**config.mk**
```make
export PLATFORM = sky130hd
export DESIGN_NAME = bitwise_not_8bit_flat
export DESIGN_NICKNAME = d
export VERILOG_FILES = /design/src/rtl/bitwise_not_8bit_pkg.sv /design/src/rtl/bitwise_not_8bit_if.sv /design/src/rtl/bitwise_not_8bit_not_comb.sv /design/src/rtl/bitwise_not_8bit.sv /design/src/flat_wrapper.sv
export SDC_FILE = /design/constraint.sdc
export NUM_CORES = 1
export LEC_CHECK = 0
export CAP_MARGIN = 40
export CORE_AREA = 2 2 39 41
export CTS_BUF_LIST = sky130_fd_sc_hd__clkbuf_8
export DETAILED_ROUTE_END_ITERATION = 7
export DIE_AREA = 0 0 41 43
export PLACE_DENSITY_LB_ADDON = 0.15
export SLEW_MARGIN = 20
export SYNTH_ARGS = -nofsm -noshare
export SYNTH_HDL_FRONTEND = slang
export SYNTH_SLANG_ARGS = --single-unit
```
**constraint.sdc**
```tcl
create_clock -name clk -period 1.05 [get_ports clk]
set_clock_uncertainty 0.05 [all_clocks]
set_input_delay 0.105 -clock clk [delete_from_list [all_inputs] [get_ports clk]]
set_output_delay 0.105 -clock clk [all_outputs]
set_load 0.005 [all_outputs]
```
**src/rtl/bitwise_not_8bit_pkg.sv**
```systemverilog
// Shared constants for the bitwise inverter slice.
package bitwise_not_8bit_pkg;

  localparam int WIDTH = 8;

  localparam logic [WIDTH-1:0] ALL_ONES = {WIDTH{1'b1}};
  localparam logic [WIDTH-1:0] ALL_ZEROS = {WIDTH{1'b0}};

endpackage

```
**src/rtl/bitwise_not_8bit_if.sv**
```systemverilog
// Operand/result bundle between a producer and the inverter.
interface bitwise_not_8bit_if;
  import bitwise_not_8bit_pkg::*;

  logic [WIDTH-1:0] a;
  logic             in_valid;
  logic [WIDTH-1:0] y;
  logic [WIDTH-1:0] y_q;
  logic             out_valid;
  logic             y_zero;
  logic             y_ones;

  modport master (
    output a,
    output in_valid,
    input  y,
    input  y_q,
    input  out_valid,
    input  y_zero,
    input  y_ones
  );

  modport slave (
    input  a,
    input  in_valid,
    output y,
    output y_q,
    output out_valid,
    output y_zero,
    output y_ones
  );

endinterface

```
**src/rtl/bitwise_not_8bit_not_comb.sv**
```systemverilog
// Pure combinational inverter with all-zero/all-ones result flags.
module bitwise_not_8bit_not_comb
  import bitwise_not_8bit_pkg::*;
(
  input  logic [WIDTH-1:0] a,
  output logic [WIDTH-1:0] y,
  output logic             y_zero,
  output logic             y_ones
);

  // Plain ~ keeps X/Z on a bit visible as X on the same result bit.
  assign y      = ~a;
  assign y_zero = (y == ALL_ZEROS);
  assign y_ones = (y == ALL_ONES);

endmodule

```
**src/rtl/bitwise_not_8bit.sv**
```systemverilog
// Inverter top: combinational result plus a valid-qualified registered copy.
module bitwise_not_8bit
  import bitwise_not_8bit_pkg::*;
(
  input  logic                  clk,
  input  logic                  rst,
  bitwise_not_8bit_if.slave     bus
);

  logic [WIDTH-1:0] y_comb;
  logic [WIDTH-1:0] y_reg;
  logic             valid_reg;

  bitwise_not_8bit_not_comb u_not_comb (
    .a      (bus.a),
    .y      (y_comb),
    .y_zero (bus.y_zero),
    .y_ones (bus.y_ones)
  );

  // Reset clears only the registered stage; the combinational path stays live.
  always_ff @(posedge clk or posedge rst) begin
    if (rst) begin
      y_reg     <= ALL_ZEROS;
      valid_reg <= 1'b0;
    end else begin
      valid_reg <= bus.in_valid;
      if (bus.in_valid) begin
        y_reg <= y_comb;
      end
    end
  end

  assign bus.y         = y_comb;
  assign bus.y_q       = y_reg;
  assign bus.out_valid = valid_reg;

endmodule

```
**src/flat_wrapper.sv**
```systemverilog
// flat-port wrapper written by rule: the top's interface ports become plain ports
module bitwise_not_8bit_flat import bitwise_not_8bit_pkg::*;
  (clk, rst, bus_a, bus_in_valid, bus_y, bus_y_q, bus_out_valid, bus_y_zero, bus_y_ones);
  bitwise_not_8bit_if bus_i ();
  input  logic clk;
  input  logic rst;
  input wire logic [$bits(bus_i.a)-1:0] bus_a;
  input wire logic [$bits(bus_i.in_valid)-1:0] bus_in_valid;
  output wire logic [$bits(bus_i.y)-1:0] bus_y;
  output wire logic [$bits(bus_i.y_q)-1:0] bus_y_q;
  output wire logic [$bits(bus_i.out_valid)-1:0] bus_out_valid;
  output wire logic [$bits(bus_i.y_zero)-1:0] bus_y_zero;
  output wire logic [$bits(bus_i.y_ones)-1:0] bus_y_ones;
  assign bus_i.a = bus_a;
  assign bus_i.in_valid = bus_in_valid;
  assign bus_y = bus_i.y;
  assign bus_y_q = bus_i.y_q;
  assign bus_out_valid = bus_i.out_valid;
  assign bus_y_zero = bus_i.y_zero;
  assign bus_y_ones = bus_i.y_ones;
  bitwise_not_8bit u_core (.clk(clk), .rst(rst), .bus(bus_i));
endmodule
```
# Word level (Yosys, flattened, before mapping)
# Cells that the tools add are included.
# op_classes
n_eq_ne	1
n_bitwise	1
n_reduce_logical	1
# op_table
op	n
equality test 8 bit, second input constant	1
zero test 8 bit	1
inverter 8 bit	1
# word_totals
regBits	9
input_bits	11
output_inout_bits	19
word_cells	5

# Logic depth before layout (Yosys ltp)
# Gate-level depths: netlist (run 1).
# logic_depth
word_depth	2
mapped_depth	3
depth_no_buf	2

# By module
# A second synthesis (run 1) with hierarchy kept.
# unflattened
cells_unflattened	33
hier_area_um2	425.4
# by_module_without_submodules
module	n_inst	cells_each	area_per_inst_um2	seq_area_each_um2
bitwise_not_8bit	1	19	360.3	225.2
bitwise_not_8bit_not_comb	1	14	65.1	0.0

# Worst setup path after synthesis (run 1)
# OpenSTA, ideal clock, no wires.
# synth_timing
kind	input to output
startpoint	input bus_a[7]
endpoint	output bus_y_ones
t_arrival_ns	0.740
required_time_ns	0.895
setup_slack_ns	0.155
cell_stages	2
n_path_buf	0
path_cell_list	or4_1 -> nor2_1
# synth_via
elab_chain_cells	2
# synth_rtl
item	line_no	rtl
start, declared	flat_wrapper.sv:7	input wire logic [$bits(bus_i.a)-1:0] bus_a;
inverter 8 bit	bitwise_not_8bit_not_comb.sv:12	assign y = ~a;
equality test 8 bit	bitwise_not_8bit_not_comb.sv:14	assign y_ones = (y == ALL_ONES);
end, declared	flat_wrapper.sv:13	output wire logic [$bits(bus_i.y_ones)-1:0] bus_y_ones;
# Every way passes these cells.

# Worst setup path in the final report (run 1)
# Same ends and word-level chain as after synthesis.

==> results.md, run 1 <==
- Synth top area cells: dfrtp_1 (60%), inv_1 (9.0%), mux2_2 (9.0%), nor2_1 (7.0%), a21oi_1 (6.6%)
- Part of the power in registers: between 40% and 50%
- P_leak: ~0.4 nW
- Int Pwr: 0.7483 mW
- Hold_buf cts: 0
- Async SR Flop Fraction: between 90% and 100%
- CP endpoint kind: primary output
- Pre-CTS setup slack: -0.8152 ns
- Sw Share: between 20% and 30%
- Clock-pin slew on the worst setup and hold paths: around 0.050 ns
- H-tree depth: 1
- Die X: 41 µm
- Fin cells: 95
- Leading cell types by count after synthesis: dfrtp_1 (9), inv_1 (9), nor2_1 (7), a21oi_1 (5), mux2_2 (3)
- IO buf count: 29
- Slew Limit Fails: 0
- Hold Crit Class: input pin to asynchronous set/reset pin
- Placed Area: between 700 and 800 µm²
- Power Total: approximately 0.97 mW
- Multi-input gate area: between 100 and 150 µm²
- Clk root buf: clkbuf_8
- I/O pin total: 30
- EDFF count, synth: 0
- Post-DR wirelength/cell: roughly 11 µm
- Final WL: ~1000 µm
- Drt pass-1 iters: 2
- Crit Path Class: input pin to primary output
- Critical Path AT: approximately 0.92 ns
- Buf/Inv on CP: 2
- Sink Count: 9
- Synth Flop Type: dfrtp_1
- Crit-path max cell delay: 0.51 ns
- Gr ovfl total: 0
- GRT Overall Usage: between 10% and 20%
- Slowest CP cell: or4_4
- Cell Area, Synth: between 300 and 400 µm²
- Combinational fraction of design power: 19.4%
- Vias in the first global route: 370
- Slack of the critical path: -0.02834 ns
- Layout area overhead: 103.0%
- Layout fillers: 153
- DR vias: a little under 400
- First-pass GRT wire length: between 1500 and 2000 µm
- Worst EP required: 0.89 ns
- Layout cell share with drive strength beyond 1: about 30%
- DR top layer: met3
- Syn Nets: a little under 50
- Storage element area: 225.2 µm²
- Max_slew headroom: between 70 and 80%
- GPL Wtd Cong: approximately 0.67
- Initial antenna violation count: 0
- Yosys top cell area share: 59.80%
- Final setup violating endpoints: 1
- Net switching power: roughly 0.22 mW
- Mapped Cells: 38
- Cell taking the most area after synthesis: dfrtp_1
- Element type at the critical path start: input pin
- Final min period: between 1 and 1.5 ns
- Outcome: complete, but fails checks
- Core area: between 0.001 and 0.0015 mm²
- Worst-margin pin slew: ~0.34 ns
- Ant. Diodes: 0
- Vias per inst: 4.147
- RSZ-0062 raised after global routing: yes
- Clk buf depth: 2
- Post-DP HPWL: roughly 800 µm
- F_max: around 930 MHz
- Final nets: between 90 and 100
- Met2 routed WL: slightly above 500 µm
- 1st-iter DRT viols: 1
- Pin count of the biggest net entering global routing: 12
- Yosys cell types: 8
- Max_cap viols: 0
- Tcrit/Tclk final: 102.7%
- Worst-skew pair later-pin latency: around 0.23 ns
- PD cells: around 1300 mW/mm²
- Initial Utilization: 27.22%
- Die height: between 40 and 50 µm
- Synthesis-stage register bit count: 9
- Average cell area after synthesis: a little under 10 µm²
- TritonCTS clock tree: built
- Die Area: between 0.0015 and 0.002 mm²
- Clock power share: roughly two fifths
- Final Hold Fails: 0
- VDD IR max: 0.7174 mV
- Maximum fanout along the worst path: 2
- WL met1: roughly 430 µm
- Met3 Routed Length: approximately 64 µm
- DRC Markers: 0
- Top delay family on crit path: simple AND/OR/NAND/NOR gates
- Worst hold slack: between 0.07 and 0.08 ns
- Detail Route Antenna Nets: 0
- Crit-path cells: buf_8, or4_4, nor2_1, buf_2
- Post-synthesis sequential area ratio: roughly three fifths
- Syn. warnings: 0
- Core Util, Final: 55.24%
- Failing checks: setup timing
- Post-Place Cells: 90
- Num CTS Buffers: 3
- Final instance area: ~760 µm²
- Total negative slack: -0.02834 ns
- Row count: 14
-- layer usage --
layer | vias to the layer above | global-route usage [%]
met5 | - | 0
met4 | 0 | 10.00
met3 | 0 | 4.712
met2 | 14 | 19.38
met1 | 175 | 17.33
li1 | 205 | -
-- layout by cell type, fill, tap and decap left out, drive strengths merged --
cell type,Yosys,routed
a21oi,5,5
clkbuf,0,6
inv,9,10
clkdlybuf4s15,0,5
or4,2,2
nand4,2,2
clkdlybuf4s50,0,2
dfrtp,9,9
buf,1,13
mux2,3,3
dlygate4sd2,0,15
nor2,7,7
-- power by group through the flow --
stage / Combinational [mW] / Clock, mW / Sequential, mW
after CTS: 0.181 / 0.408 / 0.392
after global placement: 0.221 / 0 / 0.397
after global routing: 0.208 / 0.422 / 0.395
after detailed placement: 0.224 / 0 / 0.398
after floorplan: 0.0477 / 0 / 0.402
final: 0.188 / 0.389 / 0.391
-- registers in the layout (all words and copies together) (netlist names) --
register	count
u_core.bus.y_q	8
u_core.bus.out_valid	1
-- final cells by class --
class                           count  share of cell area [%]
Clock buffer                        3                   5.401
Clock inverter                      1                  0.4910
Inverter                            9                   4.419
Multi-Input combinational cell     19                   15.71
Sequential cell                     9                   29.46
Tap cell                           16                   2.619
Timing Repair Buffer               38                   41.90
-- logic make-up (layout without fill, tap and decap cells) --
kind of cell           after synthesis  in the layout  share of synthesized area (%)
and+or+nand+nor                     11             11                          14.29
muxes                                3              3                          8.969
buffers and inverters               10             51                          10.30
AOI/OAI and AO/OA                    5              5                          6.643
DFF                                  9              9                          59.80
-- what timing repair did --
action                     4_1_cts  5_1_grt
pin swaps                        3        3
resized for setup               39       15
setup endpoints to repair       19        4
setup buffers                    0        1
-- path summary, 6_finish.rpt --
kind	cells after the start	slack, ns	endpoint	start
setup reg to reg	1	0.26	u_core.bus.y_q[5]	u_core.bus.y_q[5]
hold reg to reg	1	0.45	u_core.bus.y_q[6]	u_core.bus.y_q[6]
min in group clk	3	0.09	u_core.bus.y_q[7]	bus_a[7]
max in group asynchronous	2	0.62	u_core.bus.out_valid	rst
hold / removal	2	0.08	u_core.bus.y_q[2]	rst
setup / recovery	4	-0.03	bus_y_ones	bus_a[7]
Power figures use the tool's default switching activity.
==> inputs of run 2 (changes only) <==
- CORE_AREA: 2 2 39 41 -> default
- CORE_UTILIZATION: default -> 29
- DIE_AREA: 0 0 41 43 -> default
- GPL_ROUTABILITY_DRIVEN: default -> 0
- PLACE_DENSITY: default -> 0.75
- PLACE_DENSITY_LB_ADDON: 0.15 -> default
- clock period: 1.05 -> 0.94 ns (I/O delays scaled with it)
==> run 2 against run 1 <==
Net effect: the run still ends with setup timing left; count of clock-buffer cells in the layout unchanged; die area decreased by 18%; first-iteration DRC count grew to 4.0 times the previous value; routed wire length grew 19%; hold slack lost 0.0089 ns; via count rose by 12%; design area decreased by 4.1%; highest routed layer is now met4; sequential cell count did not move; critical path depth unchanged; non-clock buffer count is 3 higher; global-route usage increased by 6.1 points.
==> results.md, run 2 (same netlist as run 1, synthesis figures left out) <==
- Vias in the first global route: 458 (was 370)
- Slew Limit Fails: 0 (unchanged)
- Layout area overhead: 94.68% (was 103.0%)
- Tcrit/Tclk final: 112.5%
- IO buf count: 29 (unchanged)
- Slowest CP cell: or4_1 (was or4_4)
- Final nets: 94 (was 91)
- Initial Utilization: 32.58% (was 27.22%)
- P_leak: 0.4006 nW (was 0.3989 nW)
- F_max: between 900 and 1000 MHz
- Post-DP HPWL: 866.2 µm (was 805.1 µm)
- GRT Overall Usage: 20.15% (was 14.01%)
- Final Hold Fails: 0 (unchanged)
- Maximum fanout along the worst path: 2 (unchanged)
- I/O pin total: 30 (unchanged)
- Element type at the critical path start: input pin (unchanged)
- Layout cell share with drive strength beyond 1: 43.90% (was 30.38%)
- Ant. Diodes: 0 (unchanged)
- R2R Path Start: u_core.bus.y_q[0] (was u_core.bus.y_q[5])
- Crit-path cells: buf_6, or4_1, nor2_1, buf_2 (was buf_8, or4_4, nor2_1, buf_2)
- Buf/Inv on CP: 2 (unchanged)
- Die Area: 0.001447 mm² (was 0.001763 mm²)
- Worst-margin pin slew: 0.3395 ns (was 0.3383 ns)
- Row count: 12 (was 14)
- Post-DR wirelength/cell: 12.43 µm (was 10.55 µm)
- First-pass GRT wire length: 1952 µm (was 1566 µm)
- Net switching power: 0.2541 mW (was 0.2200 mW)
- Critical Path AT: 0.91 ns (was 0.92 ns)
- Vias per inst: 4.583 (was 4.147)
- Clk buf depth: 2 (unchanged)
- Worst-skew pair later-pin latency: 0.23 ns (about the same)
- Max reg flops: 8 (unchanged)
- Top delay family on crit path: simple AND/OR/NAND/NOR gates (unchanged)
- Sink Count: 9 (unchanged)
- Crit-path max cell delay: 0.51 ns (about the same)
- Sw Share: 23.35% (was 22.72%)
- Int Pwr: 0.8341 mW (was 0.7483 mW)
- Reg-to-reg critical path endpoint: u_core.bus.y_q[0] (was u_core.bus.y_q[5])
- Clock-pin slew on the worst setup and hold paths: 0.05 ns (about the same)
- Initial antenna violation count: 0 (unchanged)
- CP endpoint kind: primary output (unchanged)
- Max_slew headroom: 77.34% (was 77.42%)
- Num CTS Buffers: 3 (unchanged)
- Pre-CTS setup slack: -0.9215 ns (was -0.8152 ns)
- Part of the power in registers: 40.5% (was 40.4%)
- Clock power share: 39.9% (was 40.2%)
- Worst EP required: 0.80 ns (was 0.89 ns)
- 1st-iter DRT viols: 4 (was 1)
- Detail Route Antenna Nets: 0 (unchanged)
- Final min period: between 1 and 1.5 ns
- Hold Crit Class: input pin to asynchronous set/reset pin (unchanged)
- R2R Setup Slk: 0.07 ns (was 0.26 ns)
- Cell depth of the worst flop-to-flop path: 3 (was 1)
- Die X: 38.04 µm (was 41 µm)
- Most frequent cells in the layout: buf_2 (12), buf_4 (11), inv_1 (10) (was dlygate4sd2_1 (15), inv_1 (10), buf_4 (9), dfrtp_1 (9), nor2_1 (7))
- Slack of the critical path: -0.1174 ns (was -0.02834 ns)
- DRC Markers: 0 (unchanged)
- Crit Path Class: input pin to primary output (unchanged)
- Final WL: 1193 µm (was 1002 µm)
- Clk root buf: clkbuf_8 (unchanged)
- Gr ovfl total: 0 (unchanged)
- Commonest non-fill, non-tap cell in the layout: buf_2 (was dlygate4sd2_1)
- H-tree depth: 1 (unchanged)
- Drt pass-1 iters: 4 (was 2)
- Combinational fraction of design power: 19.6% (was 19.4%)
- Max_cap viols: 0 (unchanged)
- PD cells: 1484 mW/mm² (was 1267 mW/mm²)
- Pin count of the biggest net entering global routing: 12 (unchanged)
- RSZ-0062 raised after global routing: yes (unchanged)
- Outcome: complete, but fails checks (unchanged)
- TritonCTS clock tree: built (unchanged)
- VDD IR max: 0.9084 mV (was 0.7174 mV)
- Core area: 0.001156 mm² (was 0.001384 mm²)
- Die height: 38.04 µm (was 43 µm)
- Worst hold slack: 0.06994 ns (was 0.07880 ns)
- DR vias: 440 (was 394)
- Final setup violating endpoints: 1 (unchanged)
- Failing checks: setup timing (unchanged)
==> run 2: cell count changes in the layout (fill, tap and decap cells not counted) <==
cell | previous run | this run
buf_2 | 2 | 12
dlygate4sd2_1 | 15 | 8
clkdlybuf4s15_1 | 5 | 1
buf_4 | 9 | 11
buf_6 | 1 | 2
buf_8 | 1 | 0
clkbuf_2 | 3 | 4
dlygate4sd3_1 | 0 | 1
or4_1 | 0 | 1
or4_4 | 2 | 1
==> run 2: how the worst max path moves through the flow <==
stage              from         end  slack, ns  depth (start not counted)
6_report       bus_a[6]  bus_y_ones      -0.12                          4
5_1_grt        bus_a[4]  bus_y_ones      -0.15                          4
4_1_cts        bus_a[6]  bus_y_ones      -0.13                          4
3_5_place_dp   bus_a[7]  bus_y_ones      -0.92                          4
3_3_place_gp   bus_a[7]  bus_y_ones      -0.92                          4
2_1_floorplan  bus_a[7]  bus_y_ones       0.07                          2
==> run 2: layout make-up <==
| class | instances | area [µm²] |
|---|---|---|
| Timing Repair Buffer | 41 | 295.3 |
| Inverter | 9 | 33.78 |
| Tap cell | 14 | 17.52 |
| Multi-Input combinational cell | 19 | 116.4 |
| Sequential cell | 9 | 225.2 |
| Clock buffer | 3 | 41.29 |
| Fill cell | 113 | 422.9 |
| Clock inverter | 1 | 3.754 |
==> run 2: repair_timing <==
item | 4_1_cts | 5_1_grt
hold endpoints to repair | 1 | 1
gates cloned | 0 | 0
setup buffers | 2 | 0
endpoints found under the setup margin | 20 | 4
pin swaps | 4 | 0
gates resized for setup | 77 | 4
==> run 2: power by group through the flow <==
stage                     Combinational, mW  Clock, mW  Sequential (mW)
after CTS                             0.219      0.439            0.440
after detailed placement              0.254          0            0.446
after global placement                0.251          0            0.444
after global routing                  0.236      0.465            0.444
after floorplan                      0.0533          0            0.449
final                                 0.213      0.434            0.441
==> run 2: worst register-to-register path, delay by kind of cell, from the launching register on <==
kind / cells / cell delay, ns
flip-flops: 1 / 0.38
buffers and inverters: 1 / 0.14
AND/OR/NAND/NOR: 1 / 0.13
AO/OA/AOI/OAI: 1 / 0.06
==> run 2: metal layers <==
metal | up-vias | part of all wire [%] | track usage (%) | wire length [µm]
met4 | 0 | 1.4 | 10.71 | 17
li1 | 210 | - | - | -
met5 | - | 0 | 0 | 0
met3 | 4 | 4.9 | 4.070 | 59
met2 | 17 | 56 | 37.71 | 666
met1 | 209 | 38 | 20.45 | 450
==> run 2: per-stage QoR <==
stage	instance area, µm²	power [mW]	setup TNS, ns	instances	util, %
detailed placement	747.0	0.7005	-6.735	89	64.61
global placement	747.0	0.6951	-6.506	89	64.61
finish	733.2	1.088	-0.1174	96	63.42
floorplan	376.6	0.5019	0	38	-
global route	733.2	1.145	-0.1484	96	63.42
CTS	743.2	1.097	-0.1274	95	64.29
